[config.mk]
export PLATFORM = sky130hd
export DESIGN_NAME = pdecode_pulse_flat
export DESIGN_NICKNAME = d
export VERILOG_FILES = /design/src/rtl/pdecode_pkg.sv /design/src/rtl/pdecode_if.sv /design/src/rtl/pdecode_core.sv /design/src/rtl/pdecode_pulse.sv /design/src/flat_wrapper.sv
export SDC_FILE = /design/constraint.sdc
export NUM_CORES = 1
export LEC_CHECK = 0
export BUFFER_PORTS_ARGS = -buffer_cell sky130_fd_sc_hd__buf_4
export CAP_MARGIN = 20
export CORE_MARGIN = 2
export CORE_UTILIZATION = 41
export DETAILED_ROUTE_END_ITERATION = 7
export GPL_TIMING_DRIVEN = 0
export PLACE_DENSITY_LB_ADDON = 0.15
export SYNTH_ARGS = -nofsm -noshare
export SYNTH_HDL_FRONTEND = slang
export SYNTH_SLANG_ARGS = --single-unit
[constraint.sdc]
create_clock -name clk -period 4.1 [get_ports clk]
set_input_delay 0.205 -clock clk [delete_from_list [all_inputs] [get_ports clk]]
set_output_delay 0.205 -clock clk [all_outputs]
set_load 0.05 [all_outputs]
[src/rtl/pdecode_pkg.sv]
// Shared definitions for the pdecode_pulse block: FSM state encoding,
// default code width, counter width and a small length helper.
package pdecode_pkg;

  // Default code width and matching one-hot width.
  localparam int W_DFLT  = 3;
  localparam int N       = 2 ** W_DFLT;

  // Pulse/gap counter width and the longest length it can express.
  localparam int CNT_W   = 8;
  localparam int LEN_MAX = (2 ** CNT_W) - 1;

  typedef logic [CNT_W-1:0] cnt_t;

  typedef enum logic [1:0] {
    ST_IDLE   = 2'd0,
    ST_ACTIVE = 2'd1,
    ST_GAP    = 2'd2
  } state_e;

  // Counter preload for a phase lasting len cycles (counts down to zero).
  function automatic cnt_t len_to_cnt(input int len);
    return cnt_t'(len - 1);
  endfunction

endpackage

[src/rtl/pdecode_if.sv]
// Code handshake between an encoder (master) and pdecode_pulse (slave).
interface pdecode_if
  import pdecode_pkg::*;
#(
  parameter int W = W_DFLT
);

  logic         in_valid;
  logic         in_ready;
  logic [W-1:0] code;

  modport master (
    output in_valid,
    output code,
    input  in_ready
  );

  modport slave (
    input  in_valid,
    input  code,
    output in_ready
  );

endinterface

[src/rtl/pdecode_core.sv]
// Pure combinational W-to-2**W decoder: drives the single line selected by code.
module pdecode_core
  import pdecode_pkg::*;
#(
  parameter int W = W_DFLT
) (
  input  logic [W-1:0]      code,
  output logic [2**W-1:0]   onehot
);

  localparam int NO = 2 ** W;

  // Shift a single set bit up to the selected line.
  always_comb begin
    onehot = {{(NO-1){1'b0}}, 1'b1} << code;
  end

endmodule

[src/rtl/pdecode_pulse.sv]
// Re-expands an accepted code into a one-hot strobe held for PULSE_LEN
// cycles, followed by GAP_LEN forced idle cycles. Also keeps a sticky
// per-line seen register and a wrapping count of accepted codes.
module pdecode_pulse
  import pdecode_pkg::*;
#(
  parameter int W         = W_DFLT,
  parameter int PULSE_LEN = 4,
  parameter int GAP_LEN   = 1
) (
  input  logic              clk,
  input  logic              rst,
  input  logic              en,
  pdecode_if.slave          in_if,
  output logic [2**W-1:0]   y,
  output logic              busy,
  output logic [2**W-1:0]   seen,
  input  logic [2**W-1:0]   seen_clr,
  output logic [CNT_W-1:0]  acc_cnt
);

  localparam int NO = 2 ** W;

  localparam cnt_t PULSE_INIT = len_to_cnt(PULSE_LEN);
  localparam cnt_t GAP_INIT   = len_to_cnt((GAP_LEN > 0) ? GAP_LEN : 1);

  // Lengths outside the counter range cannot be represented; stop elaboration.
  if ((PULSE_LEN < 1) || (PULSE_LEN > LEN_MAX)) begin : g_bad_pulse_len
    $error("pdecode_pulse: PULSE_LEN must be in 1..%0d", LEN_MAX);
  end
  if ((GAP_LEN < 0) || (GAP_LEN > LEN_MAX)) begin : g_bad_gap_len
    $error("pdecode_pulse: GAP_LEN must be in 0..%0d", LEN_MAX);
  end

  state_e           state_q, state_d;
  cnt_t             cnt_q,   cnt_d;
  logic [NO-1:0]    y_q,     y_d;
  logic [NO-1:0]    seen_q,  seen_d;
  logic [CNT_W-1:0] acc_q,   acc_d;

  logic [NO-1:0]    dec_line;
  logic             accept;

  pdecode_core #(.W(W)) u_core (
    .code   (in_if.code),
    .onehot (dec_line)
  );

  // Ready is purely combinational so a reset cycle never accepts.
  assign in_if.in_ready = (state_q == ST_IDLE) && en && !rst;
  assign accept         = in_if.in_valid && in_if.in_ready;

  // Next-state, pulse counter, output line, sticky seen and accept count.
  always_comb begin
    // NOTE: every always_comb target gets a default first, so no path can
    // leave one unassigned and infer a latch.
    state_d = state_q;
    cnt_d   = cnt_q;
    y_d     = y_q;
    acc_d   = acc_q;
    seen_d  = seen_q & ~seen_clr;

    unique case (state_q)
      ST_IDLE: begin
        y_d = '0;
        if (accept) begin
          y_d     = dec_line;
          cnt_d   = PULSE_INIT;
          state_d = ST_ACTIVE;
          // Applied after the clear so a same-cycle set beats a clear.
          seen_d  = seen_d | dec_line;
          acc_d   = acc_q + 1'b1;
        end
      end

      ST_ACTIVE: begin
        if (cnt_q != '0) begin
          cnt_d = cnt_q - 1'b1;
        end else begin
          y_d = '0;
          if (GAP_LEN > 0) begin
            cnt_d   = GAP_INIT;
            state_d = ST_GAP;
          end else begin
            state_d = ST_IDLE;
          end
        end
      end

      ST_GAP: begin
        y_d = '0;
        if (cnt_q != '0) begin
          cnt_d = cnt_q - 1'b1;
        end else begin
          state_d = ST_IDLE;
        end
      end

      default: begin
        y_d     = '0;
        cnt_d   = '0;
        state_d = ST_IDLE;
      end
    endcase
  end

  // State and status registers with synchronous reset.
  always_ff @(posedge clk) begin
    // NOTE: non-blocking assignments keep every flop updating from the
    // pre-edge values, independent of statement order.
    if (rst) begin
      state_q <= ST_IDLE;
      cnt_q   <= '0;
      y_q     <= '0;
      seen_q  <= '0;
      acc_q   <= '0;
    end else begin
      state_q <= state_d;
      cnt_q   <= cnt_d;
      y_q     <= y_d;
      seen_q  <= seen_d;
      acc_q   <= acc_d;
    end
  end

  assign y       = y_q;
  assign busy    = (state_q != ST_IDLE);
  assign seen    = seen_q;
  assign acc_cnt = acc_q;

endmodule

[src/flat_wrapper.sv]
// flat-port wrapper written by rule: the top's interface ports become plain ports
module pdecode_pulse_flat import pdecode_pkg::*;
#(
  parameter int W         = W_DFLT,
  parameter int PULSE_LEN = 4,
  parameter int GAP_LEN   = 1
)
  (clk, rst, en, y, busy, seen, seen_clr, acc_cnt, in_if_in_valid, in_if_code, in_if_in_ready);
  pdecode_if #(.W(W)) in_if_i ();
  input  logic clk;
  input  logic rst;
  input  logic en;
  output logic [2**W-1:0] y;
  output logic busy;
  output logic [2**W-1:0] seen;
  input  logic [2**W-1:0] seen_clr;
  output logic [CNT_W-1:0] acc_cnt;
  input wire logic [$bits(in_if_i.in_valid)-1:0] in_if_in_valid;
  input wire logic [$bits(in_if_i.code)-1:0] in_if_code;
  output wire logic [$bits(in_if_i.in_ready)-1:0] in_if_in_ready;
  assign in_if_i.in_valid = in_if_in_valid;
  assign in_if_i.code = in_if_code;
  assign in_if_in_ready = in_if_i.in_ready;
  pdecode_pulse #(.W(W), .PULSE_LEN(PULSE_LEN), .GAP_LEN(GAP_LEN)) u_core (.clk(clk), .rst(rst), .en(en), .in_if(in_if_i), .y(y), .busy(busy), .seen(seen), .seen_clr(seen_clr), .acc_cnt(acc_cnt));
endmodule
==> out/results.ini, run 1 <==
[die]
die_x_um = 66.6
core.rowCount = 22
die_area_um2 = 4430
die_y_um = 66.6
initial_core_util = 0.432
top_level_ports = 41
core_area_um2 = 3720

[timing]
setup_ws_ns = 1.99
hold_violations = 0
tns_ns = 0
finalClockSkew_ns = 0.00386
worst_pin_slew_ns = 0.737
clock.fmax_ghz = 0.473
max-slew-margin-rel = 0.508
slew_viol_final = 0
layout_min_cycle_time_ns = 2.11
fin_crit_sh = 0.515
setup_violations = 0
rsz0062_at_grt = no

[placement]
post-dp-hpwl_mm = 2.69
buffer_ports.inserted = 39
globalplace.congestion = 0.785
place_ws_ns = 2.01

[logic_synthesis]
syn_avg_cell_area_um2 = 8.64
synth_top_area_frac = 0.424
ys_ff_latch = 34
synthMuxAreaShare = 0.0312
yosys.area_share.simple = 0.273
yosys.area.top_type = dfxtp_1
syn_area_um2 = 1610
synth-compound-area-share = 0.192
synthDistinctLibCells = 41
synthArstFlopShare = 0
synth_fa_ha_area_frac = 0.0234
synth_xor_area_frac = 0.0273
synth-edff-count = 0
ys.flop_type = dfxtp_1
yosysSeqAreaShare = 0.424
syn_nets = 204
synth_top_family_by_area = simple AND/OR/NAND/NOR gates
synthTopCellsByArea = dfxtp_1 42%, a21oi_1 7.2%, nand2b_1 4.3%, nand2_1 3.7%, nor2_1 3.7%
synthCells = 186
yosys_warnings = 0

[final_layout]
nets = 250
regArea_um2 = 681
layout-drive-gt1-share = 0.233
fill_cells = 363
area_growth_pct = 26.9
layout_commonest_cell = buf_4
final_cell_mix = 39 x buf_4, 34 x dfxtp_1, 23 x a21oi_1
diodes = 0
multi_input_area_um2 = 878
fin_util = 0.549

[cts]
clk_latency_ns = 0.28
cts_tree = done
clk_pin_slew_ns = 0.07
ctsRootBufferMaster = clkbuf_8
htreeDepth = 2
clock_sinks = 34
post_cts_resized = 0
cts_max_path_buffers = 2
post_cts.repair.setup_buffers = 0
holdBufCountCts = 0
cts_made_buffers = 5

[critical_path]
regToRegEndpoint = u_core.cnt_q[3]
rr_worst_depth = 7
critical_path.max_fanout = 10
r2r-start = u_core.cnt_q[0]
critPathKind = reg -> reg
start_kind = register
required_ns = 4.27
endpoint_kind = register
rrSetupSlack_ns = 1.99
cp.arrival_ns = 2.28

[hold_path]
hold_path.startpoint = seen_clr[1]
hp-class = in -> reg
min_to = u_core.seen[1]
whs_path_depth = 3

[global_route]
grt_max_degree = 11
grt_pass1_wl_mm = 5.97
grt_use_total = 0.177
antenna_found_initial = 0
grt_overflow_total = 0
grt_pass1_vias = 1297

[pwr]
p_leak_uw = 0.000776
power.total_uw = 756
ir_drop_mv = 0.214
pwr_density_cell_nw_per_um2 = 371

[drt]
vias = 1472
post_drt_wl_per_cell_um = 13.2
drt-total-wl_mm = 3.69
via_per_inst = 5.26
drtIter0Drc = 40
route.antenna.remaining_nets = 0
dr.pass1.iters = 4
drc = 0

[flow_run]
maxCapViolCount = 0

[run_status]
status = finished clean

-- how the worst max path moves through the flow --
stage	from	end	slack [ns]	cells after the start
6_report	u_core.cnt_q[0]	u_core.cnt_q[3]	1.99	7
5_1_grt	u_core.cnt_q[0]	u_core.cnt_q[3]	1.81	7
4_1_cts	u_core.cnt_q[0]	u_core.cnt_q[3]	2.00	7
3_5_place_dp	u_core.cnt_q[0]	u_core.cnt_q[3]	2.01	7
3_3_place_gp	u_core.cnt_q[0]	u_core.cnt_q[3]	2.11	7
2_1_floorplan	u_core.state_q[1]	in_if_in_ready	1.85	4
-- flip-flops by register name (all words and copies together) (netlist names) --
| name | flops |
|---|---|
| u_core.y | 8 |
| u_core.state_q | 2 |
| u_core.cnt_q | 8 |
| u_core.acc_cnt | 8 |
| u_core.seen | 8 |
-- synth_stat cells, types with 2 or more instances --
cell       n
or3_1      3
o211ai_1   2
xnor2_1    5
nand2_1   16
mux2i_1    5
nor3_1     3
nor2b_1    5
a211oi_1   2
nand2b_1  11
clkbuf_1   4
buf_2      2
a31oi_1    4
a21o_1     2
inv_1      5
nor3b_1    2
nand3_1    9
nor2_1    16
dfxtp_1   34
o21ai_0    6
ha_1       3
nor4_1     2
a21oi_1   23
a21boi_1   2
nand4_1    3
-- per-layer routing --
metal | vias to the layer above | global-route usage | routed length (um)
met2 | 28 | 0.273 | 1610
li1 | 750 | - | -
met3 | 5 | 0.0456 | 168
met4 | 0 | 0.0842 | 63
met1 | 689 | 0.230 | 1850
met5 | - | 0 | 0
-- final cells by class --
type                            instances  share of cell area
Inverter                                5             0.00920
Clock inverter                          1             0.00368
Sequential cell                        34               0.334
Buffer                                  7              0.0141
Tap cell                               48              0.0294
Clock buffer                            6              0.0356
Timing Repair Buffer                   39               0.144
Multi-Input combinational cell        140               0.431
-- report_power, final --
group	switching, uW	internal, uW
Sequential	16.6	343
Combinational	94.4	65.3
Clock	120	116
-- cells by family (layout without fill, tap and decap cells) --
family | after synthesis | in the layout
AO/OA/AOI/OAI | 48 | 48
XOR/XNOR | 5 | 5
adder cells (fa/ha/maj) | 3 | 3
buffers and inverters | 12 | 58
flip-flops | 34 | 34
multiplexers | 5 | 5
AND/OR/NAND/NOR | 79 | 79
-- worst max-delay path: stages (launching register included) --
cell      delay, ns
dfxtp_1        0.33
inv_1          0.15
ha_1           0.18
nor3b_1        0.62
a21oi_4        0.17
clkbuf_1       0.28
o21ai_1        0.19
mux2i_1        0.08
-- per-stage QoR --
stage          area, um2  std cells  hold WS (ns)
6_report            2040        280         0.179
2_1_floorplan       1610        186         0.376
4_1_cts             2040        280         0.178
3_3_place_gp        1960        273         0.444
5_1_grt             2040        280         0.167
3_5_place_dp        1960        273         0.450
Note: power is estimated with default switching activity, not from simulation.
==> run 2: changes to the inputs <==
==> constraint.sdc (replaced) <==
create_clock -name clk -period 2.2 [get_ports clk]
set_input_delay 0.11 -clock clk [delete_from_list [all_inputs] [get_ports clk]]
set_output_delay 0.11 -clock clk [all_outputs]
set_load 0.05 [all_outputs]
==> run 2 against run 1 <==
  * First-iteration DRC count increased by 15%
  * Non-clock buffer count unchanged
  * Sequential cell count unchanged
  * Critical endpoint is now u_core.y[6]
  * Largest power group unchanged
  * Critical path type unchanged
  * Clock skew about the same
  * Power increased by 87%
  * Register-to-register slack got worse by 1.7 ns
  * Cell area increased by 0.25%
  * Clock power increased by 86%
  * Combinational power increased by 87%
  * Hold slack got worse by 0.095 ns
  * Via count decreased by 0.41%
  * Worst setup slack got worse by 1.7 ns
==> out/results.ini, run 2 (same netlist as run 1, synthesis figures left out) <==
[critical_path]
endpoint_kind = register
r2r-start = u_core.cnt_q[0]
regToRegEndpoint = u_core.y[6]
rr_worst_depth = 7
critical_path.max_fanout = 10
critPathKind = reg -> reg
cp.arrival_ns = 2.08
required_ns = 2.42
rrSetupSlack_ns = 0.34
start_kind = register

[cts]
holdBufCountCts = 0
clock_sinks = 34
cts_made_buffers = 5
clk_pin_slew_ns = 0.07
post_cts.repair.setup_buffers = 0
ctsRootBufferMaster = clkbuf_8
htreeDepth = 2
cts_max_path_buffers = 2
post_cts_resized = 0
cts_tree = done
clk_latency_ns = 0.28

[placement]
buffer_ports.inserted = 39
postPlaceCellArea_um2 = 1960
dp_cells = 273
post-dp-hpwl_mm = 2.69
place_ws_ns = 0.110
globalplace.congestion = 0.785

[timing]
layout_min_cycle_time_ns = 1.86
max-slew-margin-rel = 0.667
tns_ns = 0
hold_violations = 0
setup_ws_ns = 0.336
worst_pin_slew_ns = 0.499
slew_viol_final = 0
setup_violations = 0
clock.fmax_ghz = 0.536
finalClockSkew_ns = 0.00387
fin_crit_sh = 0.847
rsz0062_at_grt = no

[global_route]
grt_pass1_wl_mm = 5.97
grt_max_degree = 11
grt_overflow_total = 0
grt_use_total = 0.177
antenna_found_initial = 0
grt_pass1_vias = 1297

[drt]
drc = 0
via_per_inst = 5.24
vias = 1466
post_drt_wl_per_cell_um = 13.2
dr.pass1.iters = 4
drt-total-wl_mm = 3.70
route.antenna.remaining_nets = 0
drtIter0Drc = 46

[final_layout]
area_growth_pct = 27.3
multi_input_area_um2 = 883
final_cell_area_um2 = 2040
nets = 250
diodes = 0
fin_cells = 280
fill_cells = 364
regArea_um2 = 681
layout_commonest_cell = buf_4
fin_util = 0.550
layout-drive-gt1-share = 0.237
final_cell_mix = 39 x buf_4, 34 x dfxtp_1, 23 x a21oi_1

[die]
die_x_um = 66.6
initial_core_util = 0.432
core_area_um2 = 3720
core.rowCount = 22
die_area_um2 = 4430
die_y_um = 66.6
top_level_ports = 41

[hold_path]
min_to = u_core.seen[1]
hp-class = in -> reg
whs_path_depth = 3
hold_path.startpoint = seen_clr[1]

[pwr]
ir_drop_mv = 0.400
pwr_density_cell_nw_per_um2 = 690
p_leak_uw = 0.000779

[flow_run]
maxCapViolCount = 0

[run_status]
status = finished clean

run 2: changes by cell type in the layout (fill, tap and decap cells not counted):
cell / change
nor3b_1: -1
nor3b_2: +1
run 2: layout make-up:
type                    instances  area share
multi-input cells             140       0.432
flip-flops and latches         34       0.333
repair buffers                 39       0.143
clock buffers                   6      0.0355
well taps                      48      0.0294
plain buffers                   7      0.0141
inverters                       5     0.00918
clock inverters                 1     0.00367
run 2: power by group:
part	internal, uW	total (uW)	switching (uW)
Combinational	124	300	176
Sequential	639	671	31.7
Clock	217	441	224
Total	980	1410	431
run 2: worst max-delay path by stage:
stage,from,endpoint,slack [ns],cells after the start
after floorplan,u_core.state_q[1],in_if_in_ready,0.04,4
after global placement,u_core.cnt_q[0],u_core.cnt_q[3],0.21,7
after detailed placement,u_core.cnt_q[0],u_core.cnt_q[3],0.11,7
after CTS,u_core.cnt_q[0],u_core.cnt_q[3],0.1,7
after global routing,u_core.cnt_q[0],u_core.y[2],0.14,7
final,u_core.cnt_q[0],u_core.y[6],0.34,7
run 2: worst max-delay path, cell delays in order (launching register included):
cell and delay, ns:
dfxtp_1 0.35, inv_1 0.11, ha_1 0.22, nor3b_2 0.20
a21oi_4 0.24, clkbuf_1 0.42, nand2_1 0.10, a21oi_1 0.15
run 2: per-stage QoR:
| stage | power (uW) | hold WS [ns] |
|---|---|---|
| floorplan | 903 | 0.281 |
| finish | 1410 | 0.0835 |
| global route | 1490 | 0.0719 |
| global placement | 977 | 0.380 |
| detailed placement | 980 | 0.382 |
| CTS | 1410 | 0.0834 |
run 2: metal layers:
layer | vias up | GRT usage | wire length [um]
li1 | 750 | - | -
met1 | 685 | 0.230 | 1850
met2 | 26 | 0.273 | 1620
met3 | 5 | 0.0456 | 164
met4 | 0 | 0.0842 | 63
met5 | - | 0 | 0
